<file path="src/rtl/ser2par_pkg.sv">
// Shared defaults and helpers for the ser2par serial-to-parallel collector.
// Widths here match the par2ser transmit side so the two can be paired directly.
package ser2par_pkg;

    localparam int unsigned DEFAULT_DWIDTH  = 16;
    localparam int unsigned DEFAULT_DDWIDTH = 32;

    // Number of serial words that make up one parallel word.
    function automatic int unsigned ratio(input int unsigned dw, input int unsigned ddw);
        return ddw / dw;
    endfunction

endpackage

</file>
<file path="src/rtl/ser2par_hs_out_slot.sv">
// Single-entry output register with valid flag on a req/ack port.
// A load always wins over a simultaneous ack, so a reload keeps valid asserted.
module ser2par_hs_out_slot #(
    parameter int unsigned WIDTH = 32
) (
    input  logic             clk,
    input  logic             rst,
    input  logic             load,
    input  logic [0:WIDTH-1] load_data,
    input  logic             ack,
    output logic             valid,
    output logic [0:WIDTH-1] data
);

    logic             valid_q, valid_d;
    logic [0:WIDTH-1] data_q, data_d;

    always_comb begin
        valid_d = valid_q;
        data_d  = data_q;
        if (load) begin
            valid_d = 1'b1;
            data_d  = load_data;
        end else if (valid_q && ack) begin
            valid_d = 1'b0;
        end
    end

    always_ff @(posedge clk or negedge rst) begin
        if (!rst) begin
            valid_q <= 1'b0;
            data_q  <= '0;
        end else begin
            valid_q <= valid_d;
            data_q  <= data_d;
        end
    end

    assign valid = valid_q;
    assign data  = data_q;

endmodule

</file>
<file path="src/rtl/ser2par.sv">
// Collects RATIO serial words into one parallel word; a second group may be
// assembled while the previous one waits in the output slot.
module ser2par
    import ser2par_pkg::*;
#(
    parameter int unsigned DWIDTH  = DEFAULT_DWIDTH,
    parameter int unsigned DDWIDTH = DEFAULT_DDWIDTH
) (
    input  logic               clk,
    input  logic               rst,
    output logic               req_in,
    input  logic               ack_in,
    input  logic [0:DWIDTH-1]  data_in,
    output logic               req_out,
    input  logic               ack_out,
    output logic [0:DDWIDTH-1] data_out
);

    localparam int unsigned   RATIO    = ratio(DWIDTH, DDWIDTH);
    localparam int unsigned   CW       = $clog2(RATIO + 1);
    localparam logic [CW-1:0] CNT_FULL = CW'(RATIO);
    localparam logic [CW-1:0] CNT_LAST = CW'(RATIO - 1);

    logic [CW-1:0]      cnt_q, cnt_d;
    logic               req_in_q, req_in_d;
    logic [0:DWIDTH-1]  asm_q [RATIO];
    logic               asm_we;
    logic               in_fire, out_fire, slot_free;
    logic               load;
    logic [0:DDWIDTH-1] load_data;

    assign in_fire   = req_in_q & ack_in;
    assign out_fire  = req_out & ack_out;
    assign slot_free = ~req_out | out_fire;

    always_comb begin
        cnt_d  = cnt_q;
        asm_we = 1'b0;
        load   = 1'b0;
        if (in_fire) begin
            if (cnt_q != CNT_LAST) begin
                asm_we = 1'b1;
                cnt_d  = cnt_q + 1'b1;
            end else if (slot_free) begin
                load  = 1'b1;
                cnt_d = '0;
            end else begin
                // Slot still occupied: park the full group until it drains.
                asm_we = 1'b1;
                cnt_d  = CNT_FULL;
            end
        end else if (cnt_q == CNT_FULL && slot_free) begin
            load  = 1'b1;
            cnt_d = '0;
        end
        req_in_d = (cnt_d < CNT_FULL);
    end

    // The incoming word bypasses the buffer when it completes a group directly.
    always_comb begin
        load_data = '0;
        for (int k = 0; k < RATIO; k++) begin
            if (in_fire && cnt_q == CW'(k)) begin
                load_data[k*DWIDTH +: DWIDTH] = data_in;
            end else begin
                load_data[k*DWIDTH +: DWIDTH] = asm_q[k];
            end
        end
    end

    always_ff @(posedge clk or negedge rst) begin
        if (!rst) begin
            cnt_q    <= '0;
            req_in_q <= 1'b0;
            for (int k = 0; k < RATIO; k++) begin
                asm_q[k] <= '0;
            end
        end else begin
            cnt_q    <= cnt_d;
            req_in_q <= req_in_d;
            for (int k = 0; k < RATIO; k++) begin
                if (asm_we && cnt_q == CW'(k)) begin
                    asm_q[k] <= data_in;
                end
            end
        end
    end

    assign req_in = req_in_q;

    ser2par_hs_out_slot #(
        .WIDTH(DDWIDTH)
    ) u_out_slot (
        .clk      (clk),
        .rst      (rst),
        .load     (load),
        .load_data(load_data),
        .ack      (ack_out),
        .valid    (req_out),
        .data     (data_out)
    );

endmodule
</file>
<file path="config.mk">
export PLATFORM = sky130hd
export DESIGN_NAME = ser2par
export DESIGN_NICKNAME = d
export VERILOG_FILES = /design/src/rtl/ser2par_pkg.sv /design/src/rtl/ser2par_hs_out_slot.sv /design/src/rtl/ser2par.sv
export SDC_FILE = /design/constraint.sdc
export NUM_CORES = 1
export LEC_CHECK = 0
export ABC_AREA = 1
export CAP_MARGIN = 10
export CORE_ASPECT_RATIO = 1.1
export CORE_UTILIZATION = 47
export DETAILED_ROUTE_END_ITERATION = 8
export PLACE_DENSITY = 0.78
export SLEW_MARGIN = 20
export SYNTH_ARGS = -nofsm -noshare
export SYNTH_HDL_FRONTEND = slang
export SYNTH_SLANG_ARGS = --single-unit
</file>
<file path="constraint.sdc">
create_clock -name clk -period 1.2 [get_ports clk]
set_input_delay 0.36 -clock clk [delete_from_list [all_inputs] [get_ports clk]]
set_output_delay 0.36 -clock clk [all_outputs]
set_load 0.02 [all_outputs]
</file>
==> results.json <==
{
  "finalSetupViolCount": 99,
  "r2r-start": "cnt_q[0]",
  "synth_adder_area_share": 0,
  "die_h_um": 85.42,
  "grt_pass1_vias": 2708,
  "synth-seq-cells": 68,
  "drt-vias-per-instance": 5.421,
  "multi_input_area_um2": 1287,
  "cts_sinks": 68,
  "fin_crit_ns": 1.419,
  "num-nets-final": 491,
  "worstMarginPinSlew_ns": 0.3724,
  "initial_core_util": 0.4829,
  "ys_types": 16,
  "grt_use_met3": 0.06559,
  "drv_cap": 0,
  "num-fill-cells": 429,
  "rsz0062_at_grt": "yes",
  "grt_max_degree": 69,
  "fin_crit_sh": 1.183,
  "drc_errors": 0,
  "synthSimpleGateAreaFrac": 0.3304,
  "synthMuxAreaShare": 0,
  "cts_max_path_buffers": 2,
  "crit_type": "reg -> reg",
  "htreeDepth": 3,
  "gp_congestion": 0.8500,
  "endpoint_kind": "flip-flop",
  "drt_iter0_drc": 272,
  "coreArea_um2": 6156,
  "yosysSeqAreaShare": 0.5724,
  "grt.busiest_layer": "met2",
  "syn_to_final_growth_pct": 56.27,
  "wl_per_cell_um": 16.72,
  "ant_nets": 0,
  "fin_skew_ns": 0.006958,
  "rr_worst_depth": 7,
  "grt.met1_usage": 0.3373,
  "cts-root-buf": "clkbuf_8",
  "outcome": "finished, violations left",
  "first_pass_iters": 6,
  "clkLatencyLatePin_ns": 0.35,
  "slew_headroom": 0.7517,
  "clk_pin_slew_ns": 0.07,
  "vias": 3014,
  "final-seq-area_um2": 1707,
  "cp_data_required_time_ns": 1.44,
  "cts_tree": "built",
  "violations": "setup timing",
  "r2r_slack_ns": -0.22,
  "die_x_um": 77.83,
  "antenna_found_initial": 0,
  "drive_gt1_frac": 0.3445,
  "powerDensity_nw_per_um2": 2727,
  "critPathLaunchType": "flip-flop",
  "p_leak_nw": 2.471,
  "most-common-layout-cells": "133 x nand2_1, 64 x dfrtp_1, 57 x nand3_1, 46 x buf_4, 42 x buf_6",
  "mostFrequentLayoutCell": "nand2_1",
  "hold_violations": 0,
  "hold_path_class": "in -> async",
  "power.total_mw": 12.67,
  "max_freq_mhz": 704.6,
  "avgSynthCellArea_um2": 8.235,
  "grt_usage": 0.2576,
  "synth_fp_nets": 381,
  "dp_hpwl_mm": 4.552,
  "cp_data_arrival_time_ns": 1.66,
  "crit_fanout": 8,
  "syn-instance-count": 361,
  "timing.hold.ws_ns": 0.004042,
  "wl_mm": 9.297,
  "synth_compound_area_frac": 0.03199,
  "grt_util_met2": 0.4047,
  "port_buffers": 53,
  "fin_ws_ns": -0.2192,
  "synth_xor_area_frac": 0,
  "synth_top_family_by_area": "simple AND/OR/NAND/NOR gates",
  "yosys_warnings": 0,
  "dieArea_um2": 6648,
  "ios": 54,
  "diodes": 0,
  "grt_pass1_wl_mm": 13.00,
  "worstReg2RegEnd": "u_out_slot.data[7]",
  "grt_overflow": 0,
  "drv_slew": 0,
  "synth_area_um2": 2973,
  "rows": 30,
  "vdd_drop_max_v": 0.001679,
  "cts_buffers": 9,
  "utilization": 0.7547
}
## routing by layer
layer,routed length (µm),up-vias
met1,3719,1444
met4,282,0
li1,-,1371
met5,0,-
met3,658,35
met2,4637,164
## metrics by stage
step / TNS, ns / cell area, µm² / setup slack [ns] / instances
final: -9.965 / 4646 / -0.2192 / 556
after global routing: -14.63 / 4646 / -0.2853 / 556
after CTS: -5.170 / 4314 / -0.09801 / 539
after detailed placement: -38.12 / 3830 / -0.6335 / 506
after global placement: -36.20 / 3830 / -0.5755 / 506
after floorplan: -1.063 / 3054 / -0.03155 / 361
## state kept, by name (all words and copies together), names as in the netlist
| signal | count |
|---|---|
| asm_q | 32 |
| u_out_slot.data | 32 |
| cnt_q | 2 |
| req_in | 1 |
| u_out_slot.valid | 1 |
## synthesized netlist by cell type
library cell  count  area (µm²)
nand3_2           3       30.03
buf_4             7       52.55
nand2_2           2       12.51
nand2_1         154       578.1
clkbuf_1          8       30.03
dfrtp_1          68        1702
buf_2             5       25.02
inv_1            19       71.32
buf_1             1       3.750
nor2_2            3       18.77
o21ai_1           4       20.02
a21oi_1           1       5.000
o21ai_0          14       70.07
inv_2             3       11.26
nor2_1            2       7.510
nand3_1          67       335.3
## worst max path at each step
stage                     slack [ns]  startpoint             endpoint
after detailed placement       -0.63      ack_in   u_out_slot.data[1]
after CTS                       -0.1    cnt_q[0]             asm_q[3]
after global placement         -0.58      ack_in  u_out_slot.data[10]
after global routing           -0.29    cnt_q[0]   u_out_slot.data[7]
after floorplan                -0.03      req_in  u_out_slot.data[12]
final                          -0.22    cnt_q[0]   u_out_slot.data[7]
## critical path: stages, from the launching register on
cell     delay [ns]
dfrtp_2        0.45
buf_6          0.13
nor2_4         0.24
nand2_4        0.17
nand2_1        0.10
nand2_1        0.08
nand2_1        0.08
nand2_1        0.06
## layout make-up
class                   instances  area share
clock buffers                  11     0.03043
clock inverters                 5     0.01616
inverters                      22     0.01939
multi-input cells             252      0.2771
flip-flops and latches         68      0.3674
well taps                      80     0.02155
repair buffers                118      0.2680
## power by group
group / switching, mW / total (mW) / internal, mW / leakage [nW]
sequential: 0.645 / 3.95 / 3.30 / 0.865
combinational: 3.44 / 6.62 / 3.19 / 1.49
clock: 0.881 / 2.10 / 1.22 / 0.113
total: 4.96 / 12.7 / 7.71 / 2.47
## cells by family (layout without fill, tap and decap cells)
logic type / after synthesis / in the layout
AO/OA/AOI/OAI: 19 / 19
buffers and inverters: 43 / 156
flip-flops: 68 / 68
AND/OR/NAND/NOR: 231 / 233
## repair_timing
item                                    4_1_cts  5_1_grt
gates cloned                                  2        5
resized for setup                           224       35
setup buffers                                15       12
pin swaps                                     5        3
hold buffers                                  0        0
endpoints found under the setup margin       99      100
hold endpoints to repair                      0        0
(Power assumes the default switching activity.)
